--- src/rtl/oam_dma_ctrl.sv ---
// oam_dma_ctrl: FF46-triggered OAM DMA sequencer, 160 bytes at 4 clocks each; OAM_DMA_RESTART_EN lets a write during a transfer restart it
module oam_dma_ctrl #(
  parameter int XFER_BYTES   = 160,
  parameter int SETUP_CYCLES = 4
) (
  input  logic        clk,
  input  logic        rst,
  input  logic [15:0] cpu_addr,
  input  logic        cpu_wr,
  input  logic        cpu_rd,
  input  logic [7:0]  cpu_wdata,
  output logic        reg_hit,
  output logic [7:0]  reg_rdata,
  output logic        busy,
  output logic [15:0] src_addr,
  output logic        src_rd,
  output logic        src_is_vram,
  input  logic [7:0]  src_data,
  output logic [7:0]  oam_addr,
  output logic [7:0]  oam_wdata,
  output logic        oam_we,
  output logic        done
);
  typedef enum logic [1:0] {IDLE, SETUP, ACTIVE} state_t;
  localparam logic [2:0] SLAST = 3'(SETUP_CYCLES - 1);
  localparam logic [9:0] LAST  = 10'(4 * XFER_BYTES - 1);
  state_t      state, state_n;
  logic [7:0]  ff46, page, page_n;
  logic [2:0]  scnt, scnt_n;
  logic [9:0]  cnt, cnt_n;
  logic        done_n, reg_wr;
  logic [15:0] raw;
  assign reg_wr    = cpu_wr && cpu_addr == 16'hFF46;
  assign reg_hit   = cpu_rd && cpu_addr == 16'hFF46;
  assign reg_rdata = ff46;
  assign raw       = {page, cnt[9:2]};
  // state, counters and latched page
  always_ff @(posedge clk) begin
    if (rst) begin
      state <= IDLE;
      ff46  <= 8'h00;
      page  <= 8'h00;
      scnt  <= 3'd0;
      cnt   <= 10'd0;
      done  <= 1'b0;
    end else begin
      state <= state_n;
      ff46  <= reg_wr ? cpu_wdata : ff46;
      page  <= page_n;
      scnt  <= scnt_n;
      cnt   <= cnt_n;
      done  <= done_n;
    end
  end
  // next-state sequencing and transfer-side outputs; echo/OAM pages fold down onto WRAM
  always_comb begin
    state_n     = state;
    page_n      = page;
    scnt_n      = scnt;
    cnt_n       = cnt;
    done_n      = 1'b0;
    busy        = state == ACTIVE;
    src_rd      = busy;
    oam_we      = busy && cnt[1:0] == 2'd3;
    src_addr    = busy ? (page >= 8'hE0 ? raw - 16'h2000 : raw) : 16'h0000;
    src_is_vram = src_addr[15:13] == 3'b100;
    oam_addr    = busy ? cnt[9:2] : 8'h00;
    oam_wdata   = src_data;
    if (state == SETUP) begin
      scnt_n = scnt + 3'd1;
      if (scnt == SLAST) begin
        state_n = ACTIVE;
        cnt_n   = 10'd0;
      end
    end
    if (state == ACTIVE) begin
      cnt_n = cnt + 10'd1;
      if (cnt == LAST) begin
        state_n = IDLE;
        cnt_n   = 10'd0;
        done_n  = 1'b1;
      end
    end
`ifdef OAM_DMA_RESTART_EN
    if (reg_wr) begin
      state_n = SETUP;
      page_n  = cpu_wdata;
      scnt_n  = 3'd0;
      done_n  = 1'b0;
    end
`else
    if (reg_wr && state != ACTIVE) begin
      state_n = SETUP;
      page_n  = cpu_wdata;
      scnt_n  = 3'd0;
    end
`endif
  end
endmodule

--- config.mk ---
export PLATFORM = sky130hd
export DESIGN_NAME = oam_dma_ctrl
export DESIGN_NICKNAME = d
export VERILOG_FILES = /design/src/rtl/oam_dma_ctrl.sv
export SDC_FILE = /design/constraint.sdc
export NUM_CORES = 1
export LEC_CHECK = 0
export BUFFER_PORTS_ARGS = -buffer_cell sky130_fd_sc_hd__buf_2
export CORE_MARGIN = 2
export CORE_UTILIZATION = 40
export CTS_BUF_LIST = sky130_fd_sc_hd__clkbuf_8 sky130_fd_sc_hd__clkbuf_16
export CTS_CLUSTER_SIZE = 20
export DETAILED_ROUTE_END_ITERATION = 12
export GPL_ROUTABILITY_DRIVEN = 0
export PLACE_DENSITY_LB_ADDON = 0.1
export SETUP_SLACK_MARGIN = 0.4
export SLEW_MARGIN = 10
export SYNTH_ARGS = -nofsm -noshare
export SYNTH_HDL_FRONTEND = slang
export SYNTH_SLANG_ARGS = --single-unit
--- constraint.sdc ---
create_clock -name clk -period 2 [get_ports clk]
set_input_delay 0.3 -clock clk [delete_from_list [all_inputs] [get_ports clk]]
set_output_delay 0.3 -clock clk [all_outputs]
set_load 0.02 [all_outputs]
Word level (Yosys, flattened, before mapping)
Cells that the tools add are included.
W data, S select, Z words.
Operators by class
  add/sub/neg operators: 3
  $mul: 0
  div/mod/pow operators: 0
  $lt $le $gt $ge: 1
  equality and inequality tests: 8
  shift operators: 0
  multiplexer cells: 13
  bitwise gates (word level): 1
  reductions and logical operators: 9
Operators by type and width (number)
  $mux W10: 4
  $mux W16: 2
  $eq A16 B16 Y1 const B: 1
  $sub A16 B14 Y16 const B: 1
  $add A10 B1 Y10 const B: 1
  $eq A10 B10 Y1 const B: 1
  $ge A8 B8 Y1 const B: 1
  $mux W2: 4
  $mux W8: 1
  $eq A2 B2 Y1 const B: 2
  $logic_and A1 B1 Y1: 4
  $reduce_bool A2 Y1: 2
  $reduce_or A2 Y1: 2
  $add A3 B1 Y3 const B: 1
  $eq A3 B2 Y1 const B: 1
  $eq A3 B3 Y1 const B: 1
  $eq A2 B1 Y1 const B: 1
  $mux W1: 2
  $ne A2 B2 Y1 const B: 1
  $reduce_and A2 Y1: 1
  $not A1 Y1: 1
Storage, ports and cells
  bits in registers: 32
  latch bits: 0
  bits in writable memories: 0
  memory bits (read-only): 0
  input port bits: 36
  output and inout bits: 46
  word-level logic and storage cells: 42
  memories: 0

Depth between registers and ports, before layout
  word-level depth: 6
  mapped depth: 6
  gate-level depth less buffers: 6

Worst setup path after synthesis
No wires, ideal clock.
  path kind: register -> output
  start: register state[0]
  end: output port src_is_vram
  data arrival time: 1808 ps
  required time: 1700 ps
  path slack: -108 ps
  stages on the path, launching flop included: 6
  path through: dfxtp_1 inv_1 ha_1 nand2_1 a31oi_1 nor3b_1
On the way
  cells in the longest elaborated chain, start to end: 3
RTL lines
  start: declaration: line 27  | state_t state, state_n;
  start signal: assignment: line 47  | state <= state_n;
  $eq A2 B2 Y1: line 62  | busy = state == ACTIVE;
  via busy: line 14  | output logic busy,
  $mux W16: line 65  | src_addr = busy ? (page >= 8'hE0 ? raw - 16'h2000 : raw) : 16'h0000;
  via src_addr[15]: line 15  | output logic [15:0] src_addr,
  $eq A3 B3 Y1: line 66  | src_is_vram = src_addr[15:13] == 3'b100;
  end: declaration: line 17  | output logic src_is_vram,
The timed path passes the listed nets, and every way through them passes these cells.

Worst setup path after layout
  start: input port cpu_addr[4]
  end: output port reg_hit
On the way
  cells in the longest elaborated chain, start to end: 2
RTL lines
  start: declaration: line 8  | input logic [15:0] cpu_addr,
  $eq A16 B16 Y1: line 34  | assign reg_hit = cpu_rd && cpu_addr == 16'hFF46;
  $logic_and A1 B1 Y1: line 34
  end: declaration: line 12  | output logic reg_hit,
No other way between the ends.

==> flow_metrics.env <==
export IMPL_outcome="finished clean"
export IMPL_path_clk_slew_ns=0.07
export IMPL_core_area_mm2=0.00432
export IMPL_h_tree_depth=2
export IMPL_yosys_warnings=0
export IMPL_port_buffers=65
export IMPL_max_stage_delay_ns=0.53
export IMPL_fp_dieArea_mm2=0.00498
export IMPL_fin_crit_sh_pct=91.4
export IMPL_peakVddDrop_mv=0.321
export IMPL_worstHoldEndpoint="done"
export IMPL_rows=24
export IMPL_reg2reg_slack_ns=0.35
export IMPL_grt_overflow_total=0
export IMPL_crit_required_ns=1.70
export IMPL_hpwl_mm=3.01
export IMPL_setup_worst_path_start_class="input pin"
export IMPL_fp_dieW_um=70.6
export IMPL_layout_common_cells="buf_2, buf_6, dfxtp_1, and2_4"
export IMPL_grt_pass1_vias=1668
export IMPL_cp_arrival_ns=1.53
export IMPL_initial_core_util_pct=41.0
export IMPL_min_from="rst"
export IMPL_cts_sinks=32
export IMPL_p_leak_nw=1.07
export IMPL_drc_errors=0
export IMPL_final_common_cell="buf_2"
export IMPL_crit_buf_inv=3
export IMPL_p_switching_uw=275
export IMPL_reg2reg_depth=7
export IMPL_grt_antenna_before_repair=0
export IMPL_post_drt_wl_per_cell_um=14.7
export IMPL_ys_seq_area_share_pct=36.1
export IMPL_crit_family="simple AND/OR/NAND/NOR gates"
export IMPL_min_path_type="in -> reg"
export IMPL_critPathKind="in -> out"
export IMPL_fmax_mhz=547
export IMPL_hold_violations=0
export IMPL_yosysUniqueCellTypes=40
export IMPL_synthCells=210
export IMPL_critical_path_max_fanout=2
export IMPL_comb_power_share_pct=5.5
export IMPL_layout_nets=316
export IMPL_first_pass_iters=4
export IMPL_cts_inserted_buffers=5
export IMPL_grt_total_usage_pct=18.5
export IMPL_ys_seq_elements=32
export IMPL_powerDensity_mw_per_mm2=459
export IMPL_clock_root_buffer="clkbuf_8"
export IMPL_critPathCaptureType="output port"
export IMPL_drt_iter0_drc=63
export IMPL_syn_nets=252
export IMPL_syn_area_mm2=0.00177
export IMPL_syn_to_final_growth_pct=52.6
export IMPL_p_sw_share_pct=22.1
export IMPL_fp_dieH_um=70.6
export IMPL_min_path_cells=2
export IMPL_worstPathCellList="buf_6 -> or4b_4 -> buf_6 -> nor4_4 -> and2_4 -> buf_6"
export IMPL_worst_pin_slew_ns=0.367
export IMPL_worst_path_max_delay_cell="or4b_4"
export IMPL_grt_max_degree=20
export IMPL_cts_buffer_depth=2
export IMPL_fin_crit_ns=1.83
export IMPL_timing_hold_ws_ns=0.269
export IMPL_vias=1729
export IMPL_drv_cap=0
export IMPL_slew_violations=0
export IMPL_insertion_delay_ns=0.28
export IMPL_grt_setup_unrepaired="yes"
export IMPL_power_frac_seq_pct=50.9
export IMPL_antenna_cells=0
export IMPL_syn_area_per_cell_um2=8.45
export IMPL_postRouteAntennaNets=0
export IMPL_tns_ns=0
export IMPL_wl_mm=4.79
export IMPL_p_int_uw=968
export IMPL_boundaryPins=82
export IMPL_r2r_end="cnt[9]"
export IMPL_drive_above_1_share_pct=55.5
export IMPL_nFillCells=375
export IMPL_maxSlewHeadroom_pct=75.5
export IMPL_crit_top_cell="buf_6"
export IMPL_setup_viol_count_final=0
export IMPL_cts_tree="done"
export IMPL_finClkSkew_ns=0.00270
export IMPL_grt_pass1_wl_mm=7.42
export IMPL_detail_route_vias_per_cell=5.30
export IMPL_rr_startpoint="state[0]"
export IMPL_clockPowerShare_pct=43.6
==> power groups by stage <==
stage	Combinational, mW	Clock (mW)	Sequential [mW]
2_1_floorplan	0.0473	0	0.651
3_3_place_gp	0.0608	0	0.651
3_5_place_dp	0.0612	0	0.651
4_1_cts	0.0627	0.548	0.634
5_1_grt	0.0737	0.584	0.632
6_report	0.0678	0.542	0.633
==> area by class of cell <==
type / count / area (µm²) / area share (%)
flip-flops and latches: 32 / 656 / 24.2
multi-input cells: 142 / 1150 / 42.3
repair buffers: 86 / 718 / 26.5
well taps: 52 / 65.1 / 2.40
inverters: 7 / 26.3 / 0.970
clock buffers: 7 / 96.3 / 3.56
==> flip-flops by register name, indices dropped and copies added (netlist names) <==
name,flops
page,8
scnt,3
done,1
cnt,10
reg_rdata,8
state,2
==> what timing repair did <==
item                                    4_1_cts  5_1_grt
gates resized for setup                      61       59
endpoints found under the setup margin       38       50
cloned                                        1        1
hold buffers                                  0        0
pin swaps                                    11       16
buffers inserted                             11        3
==> worst reg2reg max path, stage by stage, from the launching register on <==
cell,delay [ns]
dfxtp_2,0.32
inv_2,0.05
ha_4,0.20
buf_6,0.15
o21bai_4,0.08
or2_4,0.24
or4_4,0.42
a21oi_2,0.12
==> worst max-delay path by stage <==
stage                startpoint      endpoint  slack [ns]  cells past startpoint
CTS                 cpu_addr[4]       reg_hit        0.09                      6
global placement    cpu_addr[0]       scnt[2]        0.06                      5
floorplan           cpu_addr[0]  reg_rdata[1]        0.18                      6
global route        cpu_addr[4]       reg_hit        0.12                      6
finish              cpu_addr[4]       reg_hit        0.17                      6
detailed placement  cpu_addr[0]       scnt[2]        0.05                      5
==> kinds of logic (layout without fill, tap and decap cells) <==
kind of cell    after synthesis  count (layout)  synth area share, %
compound gates               47              47                 15.1
xor+xnor                      7               7                 3.46
fa+ha+maj                     6               6                 4.23
buf+inv                      36             100                 12.4
flops                        32              32                 36.1
mux                           2               2                 1.13
simple gates                 80              80                 27.6
==> layer usage <==
layer	vias to the layer above	GRT usage, %	wire [µm]
li1	850	-	-
met1	807	20.5	1960
met2	68	34.9	2550
met3	4	5.41	252
met4	0	3.98	27
met5	-	0	0
==> metrics by stage <==
stage | utilization, % | instance area (µm²) | worst slack, ns | power (mW) | instances
global route | 62.6 | 2710 | 0.118 | 1.29 | 326
CTS | 56.6 | 2450 | 0.0913 | 1.25 | 322
floorplan | - | 1850 | 0.176 | 0.699 | 210
global placement | 47.9 | 2070 | 0.0615 | 0.712 | 303
finish | 62.6 | 2710 | 0.171 | 1.24 | 326
detailed placement | 47.9 | 2070 | 0.0504 | 0.713 | 303
==> cell usage after synthesis, drive strengths merged <==
| cell type | number | area share [%] |
|---|---|---|
| dfxtp | 32 | 36 |
| buf | 22 | 9.4 |
| a21oi | 20 | 5.6 |
| o21ai | 18 | 5.5 |
| and2 | 16 | 5.6 |
| nor2 | 14 | 3.0 |
| nand3 | 12 | 3.4 |
| nand2 | 9 | 1.9 |
| nand4b | 9 | 4.4 |
| clkbuf | 7 | 1.5 |
| inv | 7 | 1.5 |
| ha | 6 | 4.2 |
| nand4 | 6 | 2.1 |
| xor2 | 4 | 2.0 |
| a31oi | 3 | 1.1 |
| nor3 | 3 | 0.85 |
| xnor2 | 3 | 1.5 |
| mux2i | 2 | 1.1 |
| nor3b | 2 | 0.85 |
| or4 | 2 | 1.1 |
| a211oi | 1 | 0.42 |
| a32oi | 1 | 0.49 |
| a41o | 1 | 0.56 |
| and4 | 1 | 0.49 |
| nand2b | 1 | 0.35 |
| nand4bb | 1 | 0.63 |
| nor4 | 1 | 1.2 |
| nor4bb | 1 | 0.56 |
| o21ba | 1 | 0.56 |
| o21bai | 1 | 0.42 |
| o31ai | 1 | 0.42 |
| or2 | 1 | 0.35 |
| or4b | 1 | 0.78 |
No activity file was read; power rests on OpenSTA's default activity.
